File: src/rtl/matmul_apb_slave_if.sv
// rtl/matmul_apb_slave_if.sv - APB bus bundle between the bus master and the matmul register file
interface matmul_apb_slave_if #(
    parameter int ADDR_WIDTH = 32,
    parameter int BUS_WIDTH  = 32,
    parameter int MAX_DIM    = 4
);
    logic                  psel_i;
    logic                  penable_i;
    logic                  pwrite_i;
    logic [MAX_DIM-1:0]    pstrb_i;
    logic [ADDR_WIDTH-1:0] paddr_i;
    logic [BUS_WIDTH-1:0]  pwdata_i;
    logic                  pready_o;
    logic                  pslverr_o;
    logic [BUS_WIDTH-1:0]  prdata_o;

    modport slave (
        input  psel_i, penable_i, pwrite_i, pstrb_i, paddr_i, pwdata_i,
        output pready_o, pslverr_o, prdata_o
    );

    modport master (
        output psel_i, penable_i, pwrite_i, pstrb_i, paddr_i, pwdata_i,
        input  pready_o, pslverr_o, prdata_o
    );
endinterface

File: src/rtl/matmul_apb_slave.sv
// rtl/matmul_apb_slave.sv - APB completer and register file for the matmul accelerator
module matmul_apb_slave #(
    parameter int DATA_WIDTH = 8,
    parameter int MAX_DIM    = 4,
    parameter int BUS_WIDTH  = 32,
    parameter int ADDR_WIDTH = 32,
    localparam int LW        = $clog2(MAX_DIM),
    localparam int IDXW      = 2 * LW
) (
    input  logic                         clk_i,
    input  logic                         rst_ni,
    matmul_apb_slave_if.slave            apb,
    output logic                         busy_o,
    output logic                         start_o,
    output logic [15:0]                  control_o,
    output logic [MAX_DIM*BUS_WIDTH-1:0] opa_o,
    output logic [MAX_DIM*BUS_WIDTH-1:0] opb_o,
    input  logic                         core_done_i,
    input  logic [BUS_WIDTH-1:0]         flags_i,
    input  logic                         sp_we_i,
    input  logic [IDXW-1:0]              sp_idx_i,
    input  logic [BUS_WIDTH-1:0]         sp_wdata_i
);
    // Bits 0, 6, 7, 14, 15 of CONTROL are never stored.
    localparam logic [15:0] CTRL_MASK = 16'h3F3E;

    typedef enum logic [1:0] {S_IDLE, S_WAIT, S_RESP} state_t;

    state_t                 r_state;
    logic                   r_pready;
    logic                   r_pslverr;
    logic [BUS_WIDTH-1:0]   r_prdata;
    logic                   r_busy;
    logic                   r_start;
    logic [15:0]            r_control;
    logic [BUS_WIDTH-1:0]   r_flags;
    logic [BUS_WIDTH-1:0]   r_opa [MAX_DIM];
    logic [BUS_WIDTH-1:0]   r_opb [MAX_DIM];
    logic [BUS_WIDTH-1:0]   r_sp  [4][MAX_DIM*MAX_DIM];

    logic [2:0]             w_reg;
    logic [IDXW-1:0]        w_idx;
    logic [LW-1:0]          w_line;
    logic                   w_line_hi;
    logic                   w_is_ctrl;
    logic                   w_is_op;
    logic                   w_err;
    logic [BUS_WIDTH-1:0]   w_wmask;
    logic [BUS_WIDTH-1:0]   w_rdata;
    logic [15:0]            w_ctrl_next;
    logic                   w_start;
    logic                   w_unused_addr;

    assign w_reg         = apb.paddr_i[4:2];
    assign w_idx         = apb.paddr_i[5 +: IDXW];
    assign w_line        = w_idx[LW-1:0];
    assign w_line_hi     = |w_idx[IDXW-1:LW];
    assign w_is_ctrl     = (w_reg == 3'd0);
    assign w_is_op       = (w_reg == 3'd1) || (w_reg == 3'd2);
    assign w_unused_addr = ^apb.paddr_i[ADDR_WIDTH-1:5+IDXW];

    // Misaligned, bad operand line, read-only target, or config write while the core runs.
    assign w_err = (|apb.paddr_i[1:0])
                 || (w_is_op && w_line_hi)
                 || (apb.pwrite_i && (w_reg == 3'd3 || w_reg[2]))
                 || (apb.pwrite_i && r_busy && (w_is_ctrl || w_is_op));

    // Expand the per-lane strobes into a per-bit write mask.
    for (genvar b = 0; b < BUS_WIDTH; b++) begin : g_mask
        assign w_wmask[b] = apb.pstrb_i[b / DATA_WIDTH];
    end

    assign w_ctrl_next = ((r_control & ~w_wmask[15:0]) | (apb.pwdata_i[15:0] & w_wmask[15:0])) & CTRL_MASK;
    assign w_start     = apb.pwdata_i[0] & w_wmask[0];

    // Read mux over the currently addressed register.
    always_comb begin
        w_rdata = '0;
        case (w_reg)
            3'd0:    w_rdata[15:0] = r_control;
            3'd1:    w_rdata = r_opa[w_line];
            3'd2:    w_rdata = r_opb[w_line];
            3'd3:    w_rdata = r_flags;
            default: w_rdata = r_sp[w_reg[1:0]][w_idx];
        endcase
    end

    // Transfer FSM with registered bus response, commit of CONTROL/OPERAND writes, busy tracking.
    always_ff @(posedge clk_i or negedge rst_ni) begin
        if (!rst_ni) begin
            r_state   <= S_IDLE;
            r_pready  <= 1'b0;
            r_pslverr <= 1'b0;
            r_prdata  <= '0;
            r_busy    <= 1'b0;
            r_start   <= 1'b0;
            r_control <= '0;
            r_flags   <= '0;
            for (int i = 0; i < MAX_DIM; i++) begin
                r_opa[i] <= '0;
                r_opb[i] <= '0;
            end
        end else begin
            r_start <= 1'b0;
            if (r_busy && core_done_i) begin
                r_flags <= flags_i;
                r_busy  <= 1'b0;
            end
            case (r_state)
                S_IDLE: begin
                    if (apb.psel_i && apb.penable_i && !r_pready) r_state <= S_WAIT;
                end
                S_WAIT: begin
                    if (!apb.psel_i) begin
                        r_state <= S_IDLE;
                    end else begin
                        r_state   <= S_RESP;
                        r_pready  <= 1'b1;
                        r_pslverr <= w_err;
                        r_prdata  <= w_err ? '0 : w_rdata;
                    end
                end
                S_RESP: begin
                    r_state   <= S_IDLE;
                    r_pready  <= 1'b0;
                    r_pslverr <= 1'b0;
                    r_prdata  <= '0;
                    if (apb.pwrite_i && !r_pslverr) begin
                        if (w_is_ctrl) begin
                            r_control <= w_ctrl_next;
                            if (w_start) begin
                                r_busy  <= 1'b1;
                                r_start <= 1'b1;
                            end
                        end
                        if (w_reg == 3'd1) r_opa[w_line] <= (r_opa[w_line] & ~w_wmask) | (apb.pwdata_i & w_wmask);
                        if (w_reg == 3'd2) r_opb[w_line] <= (r_opb[w_line] & ~w_wmask) | (apb.pwdata_i & w_wmask);
                    end
                end
                default: r_state <= S_IDLE;
            endcase
        end
    end

    // Core result writes into the scratchpad selected by write_target.
    always_ff @(posedge clk_i or negedge rst_ni) begin
        if (!rst_ni) begin
            for (int t = 0; t < 4; t++)
                for (int e = 0; e < MAX_DIM*MAX_DIM; e++)
                    r_sp[t][e] <= '0;
        end else if (r_busy && sp_we_i) begin
            r_sp[r_control[3:2]][sp_idx_i] <= sp_wdata_i;
        end
    end

    for (genvar i = 0; i < MAX_DIM; i++) begin : g_lines
        assign opa_o[i*BUS_WIDTH +: BUS_WIDTH] = r_opa[i];
        assign opb_o[i*BUS_WIDTH +: BUS_WIDTH] = r_opb[i];
    end

    assign apb.pready_o  = r_pready;
    assign apb.pslverr_o = r_pslverr;
    assign apb.prdata_o  = r_prdata;
    assign busy_o        = r_busy;
    assign start_o       = r_start;
    assign control_o     = r_control;
endmodule
File: src/flat_wrapper.sv
// flat-port wrapper written by rule: the top's interface ports become plain ports
module matmul_apb_slave_flat 
#(
    parameter int DATA_WIDTH = 8,
    parameter int MAX_DIM    = 4,
    parameter int BUS_WIDTH  = 32,
    parameter int ADDR_WIDTH = 32,
    localparam int LW        = $clog2(MAX_DIM),
    localparam int IDXW      = 2 * LW
)
  (clk_i, rst_ni, busy_o, start_o, control_o, opa_o, opb_o, core_done_i, flags_i, sp_we_i, sp_idx_i, sp_wdata_i, apb_psel_i, apb_penable_i, apb_pwrite_i, apb_pstrb_i, apb_paddr_i, apb_pwdata_i, apb_pready_o, apb_pslverr_o, apb_prdata_o);
  matmul_apb_slave_if #(.ADDR_WIDTH(ADDR_WIDTH), .BUS_WIDTH(BUS_WIDTH), .MAX_DIM(MAX_DIM)) apb_i ();
  input  logic clk_i;
  input  logic rst_ni;
  output logic busy_o;
  output logic start_o;
  output logic [15:0] control_o;
  output logic [MAX_DIM*BUS_WIDTH-1:0] opa_o;
  output logic [MAX_DIM*BUS_WIDTH-1:0] opb_o;
  input  logic core_done_i;
  input  logic [BUS_WIDTH-1:0] flags_i;
  input  logic sp_we_i;
  input  logic [IDXW-1:0] sp_idx_i;
  input  logic [BUS_WIDTH-1:0] sp_wdata_i;
  input wire logic [$bits(apb_i.psel_i)-1:0] apb_psel_i;
  input wire logic [$bits(apb_i.penable_i)-1:0] apb_penable_i;
  input wire logic [$bits(apb_i.pwrite_i)-1:0] apb_pwrite_i;
  input wire logic [$bits(apb_i.pstrb_i)-1:0] apb_pstrb_i;
  input wire logic [$bits(apb_i.paddr_i)-1:0] apb_paddr_i;
  input wire logic [$bits(apb_i.pwdata_i)-1:0] apb_pwdata_i;
  output wire logic [$bits(apb_i.pready_o)-1:0] apb_pready_o;
  output wire logic [$bits(apb_i.pslverr_o)-1:0] apb_pslverr_o;
  output wire logic [$bits(apb_i.prdata_o)-1:0] apb_prdata_o;
  assign apb_i.psel_i = apb_psel_i;
  assign apb_i.penable_i = apb_penable_i;
  assign apb_i.pwrite_i = apb_pwrite_i;
  assign apb_i.pstrb_i = apb_pstrb_i;
  assign apb_i.paddr_i = apb_paddr_i;
  assign apb_i.pwdata_i = apb_pwdata_i;
  assign apb_pready_o = apb_i.pready_o;
  assign apb_pslverr_o = apb_i.pslverr_o;
  assign apb_prdata_o = apb_i.prdata_o;
  matmul_apb_slave #(.DATA_WIDTH(DATA_WIDTH), .MAX_DIM(MAX_DIM), .BUS_WIDTH(BUS_WIDTH), .ADDR_WIDTH(ADDR_WIDTH)) u_core (.clk_i(clk_i), .rst_ni(rst_ni), .apb(apb_i), .busy_o(busy_o), .start_o(start_o), .control_o(control_o), .opa_o(opa_o), .opb_o(opb_o), .core_done_i(core_done_i), .flags_i(flags_i), .sp_we_i(sp_we_i), .sp_idx_i(sp_idx_i), .sp_wdata_i(sp_wdata_i));
endmodule
File: config.mk
export PLATFORM = sky130hd
export DESIGN_NAME = matmul_apb_slave_flat
export DESIGN_NICKNAME = d
export VERILOG_FILES = /design/src/rtl/matmul_apb_slave_if.sv /design/src/rtl/matmul_apb_slave.sv /design/src/flat_wrapper.sv
export SDC_FILE = /design/constraint.sdc
export NUM_CORES = 2
export LEC_CHECK = 0
export ABC_CLOCK_PERIOD_IN_PS = 2000
export CORE_MARGIN = 5
export CORE_UTILIZATION = 55
export CTS_CLUSTER_DIAMETER = 60
export DETAILED_ROUTE_END_ITERATION = 6
export GPL_TIMING_DRIVEN = 0
export PLACE_DENSITY = 0.79
export SLEW_MARGIN = 20
export SYNTH_ARGS = -nofsm -noshare
export SYNTH_HDL_FRONTEND = slang
export SYNTH_SLANG_ARGS = --single-unit
File: constraint.sdc
create_clock -name clk_i -period 2 [get_ports clk_i]
set_clock_uncertainty 0.1 [all_clocks]
set_input_delay 0.4 -clock clk_i [delete_from_list [all_inputs] [get_ports clk_i]]
set_output_delay 0.4 -clock clk_i [all_outputs]
set_load 0.02 [all_outputs]
==> flow_summary_export.csv <==
group,metric,value,unit
logic_synthesis,ys_ff_latch,2385,
status,failed_checks,"hold timing, setup timing",
setup_path,criticalPathCategory,"primary input to flip-flop",
cts,cts_hold_buf,16,
finish,drive_gt1_share,48.10,%
cts,clk_latency,0.91,ns
routing,wl,457800,um
place,hpwl,309900,um
timing,timing.final.ws_setup,-0.4284,ns
logic_synthesis,synth_most_common_cell,"mux2_2",
setup_path,start_kind,"primary input",
timing,grt_setup_unrepaired,"true",
finish,register_area,59730,um^2
status,status,"complete, but fails checks",
logic_synthesis,ys_top_cells_by_count,"mux2_2, dfrtp_1, mux4_2, mux2i_1, nand2_1",
timing,whs,-0.7120,ns
cts,cts_tree,"yes",
place,place_congestion,1.004,
logic_synthesis,synthesis.area,109100,um^2
setup_path,endpoint,"u_core.apb.prdata_o[15]",
grt,grt_pass1_wl,612300,um
setup_path,cp_common_cell,"buf_8",
setup_path,worst-path-stages,9,
grt,grt_pass1_vias,79660,
die,die_w,455.3,um
timing,finalCritPeriodShare,121.4,%
die,placementRows,163,
pwr,ir_worst_vdd,0.8214,mV
grt,gr-usage-all-layers,42.14,%
routing,route.detailed.drc,0,
grt,grt.overflow.total,0,
setup_path,worst-path-max-fanout,10,
logic_synthesis,syn_area_per_cell,14.45,um^2
logic_synthesis,synth_top_area_share,54.72,%
flow_run,cap_violations,0,
die,start_util,55.30,%
setup_path,timing.rr.end,"u_core.apb.prdata_o[3]",
finish,area_growth,22.22,%
timing,tightestPinTransition,1.212,ns
routing,firstDrtPassIters,6,
logic_synthesis,yosysWarnings,0,
cts,ctsHtreeMaxLevel,4,
setup_path,crit_family,"buffers and inverters",
routing,routedWlPerCell,40.66,um
min_path,min_path_type,"primary input to async pin",
cts,clockRootBuffer,"clkbuf_16",
timing,maxSlewHeadroom,19.19,%
logic_synthesis,ys_seq_area_share,54.72,%
pwr,power.density,764.7,nW/um^2
logic_synthesis,netlist_instances,7548,
routing,vias_per_cell,7.109,
die,coreArea,197200,um^2
logic_synthesis,async_reset_ff_share,100.0,%
setup_path,reg2reg_from,"u_core.r_sp[1795]",
setup_path,crit_path_end_kind,"flip-flop",
setup_path,reg2reg_depth,5,
logic_synthesis,ys.flop_type,"dfrtp_1",
timing,fin_crit,2.428,ns
finish,nFillCells,12920,
routing,initialDrtViolationCount,11520,
setup_path,startpoint,"apb_paddr_i[3]",
timing,fmaxAchievable,411.8,MHz
die,die_h,455.3,um
die,ios,451,
finish,multi_input_area,48520,um^2
logic_synthesis,synth_area_leaders,"dfrtp_1, mux2_2, mux4_2",
timing,hold_viol_final,303,
setup_path,arrival,3.13,ns
logic_synthesis,synth-edff-count,0,
setup_path,max_stage_delay,0.67,ns
cts,clkTransAtPathRegs,0.06,ns
finish,fin_nets,8524,
logic_synthesis,synth_area_leader_cell,"dfrtp_1",
cts,cts-buffers-inserted,232,
routing,vias,80050,
cts,cts_sinks,2385,
timing,final_max_slew_viol_count,0,
setup_path,reg2reg_slack,-0.32,ns
finish,utilization,67.59,%
setup_path,slowest_stage,"o311ai_1",
logic_synthesis,yosysUniqueCellTypes,65,
grt,antenna_found_initial,49,
timing,finalSetupViolCount,2456,
pwr,leakage,65.75,nW
cts,clockBufferDepth,3,
setup_path,worstPathRequired,2.70,ns
setup_path,critical_path.cell_chain,"buf_8 -> buf_8 -> buf_8 -> buf_6 -> buf_4 -> mux2i_1 -> o311ai_1 -> o22ai_1 -> o31ai_2",
routing,detail-route-antenna-nets,0,
place,port_buffers,386,
grt,grt_max_degree,151,
setup_path,cp_num_buf_inv,5,
die,die_area,207300,um^2
pwr,p_total,0.1019,W
[how the worst min path moves through the flow]
stage | from | endpoint | slack, ns | cells past startpoint
floorplan | rst_ni | async pin | 0.004 | 0
global placement | u_core.r_sp[1800] | u_core.r_sp[1800] | 0.36 | 1
detailed placement | rst_ni | u_core.opa_o[55] | 0.24 | 1
CTS | rst_ni | u_core.opa_o[55] | -0.70 | 1
global route | rst_ni | u_core.opa_o[55] | -0.67 | 1
finish | rst_ni | u_core.opa_o[55] | -0.71 | 1
[sequential cells by signal, indices dropped and copies added, names as in the netlist, named ones only]
register,flops
u_core.busy_o,1
u_core.start_o,1
u_core.opa_o,128
u_core.opb_o,128
u_core.r_state,2
u_core.r_sp,2048
u_core.apb.pslverr_o,1
u_core.apb.prdata_o,32
u_core.apb.pready_o,1
u_core.r_flags,32
[metal layers]
layer	share of wire [%]	GRT usage [%]
met1	33	50.10
met4	11	35.10
met2	41	58.96
met5	0.058	0
met3	15	18.46
[cell type report]
cell class	count	share of cell area, %
well taps	2640	2.478
flip-flops and latches	2385	44.81
plain buffers	733	4.855
repair buffers	601	5.360
clock buffers	356	5.326
inverters	3	0.008448
diodes	48	0.09011
clock inverters	69	0.6721
multi-input cells	4425	36.40
[cells in the final DEF (no fill, tap or decap), types with 71 or more instances in the layout]
cell             instances
clkbuf_8                82
o22ai_1                149
buf_12                 129
mux2i_1                316
o21ai_0                166
dfrtp_1               2349
clkbuf_16              282
mux2_4                  71
buf_4                  184
clkbuf_1               277
clkdlybuf4s50_1         74
nand2_1                265
buf_6                  143
dlygate4sd2_1          268
mux2_2                2325
mux4_2                 351
[per-stage QoR]
stage	hold slack, ns	instance area (um^2)	std cells	setup TNS [ns]	setup WS (ns)
2_1_floorplan	0.004409	109700	7552	-21.26	-0.07346
3_3_place_gp	0.3609	116900	10580	-	-103.34
3_5_place_dp	0.2438	117500	10600	-4245.54	-2.956
4_1_cts	-0.7026	130400	11130	-359.40	-0.2580
5_1_grt	-0.6709	133200	11230	-452.30	-0.3592
6_report	-0.7120	133300	11260	-367.76	-0.4284
[cell families (layout without fill, tap and decap cells)]
logic type	count (synthesis)	after routing	share of synthesized area [%]
AO/OA/AOI/OAI	705	705	4.340
other	1	53	0.003438
flip-flops	2385	2385	54.72
multiplexers	3082	3082	35.08
AND/OR/NAND/NOR	632	632	2.699
XOR/XNOR	1	1	0.008032
buffers and inverters	742	1762	3.148
[repair_timing]
item | CTS | global route
endpoints found under the hold margin | 526 | 141
resized for setup | 1511 | 339
endpoints found under the setup margin | 3249 | 3245
pin swaps | 44 | 21
gates cloned | 26 | 39
setup buffers | 68 | 44
[power breakdown]
group	total, W	switching [W]	leakage (nW)	internal [W]
sequential	0.0482	0	33.3	0.0482
clock	0.0466	0.0198	3.95	0.0267
combinational	0.00713	0.00549	28.5	0.00164
No activity file was read; power rests on OpenSTA's default activity.
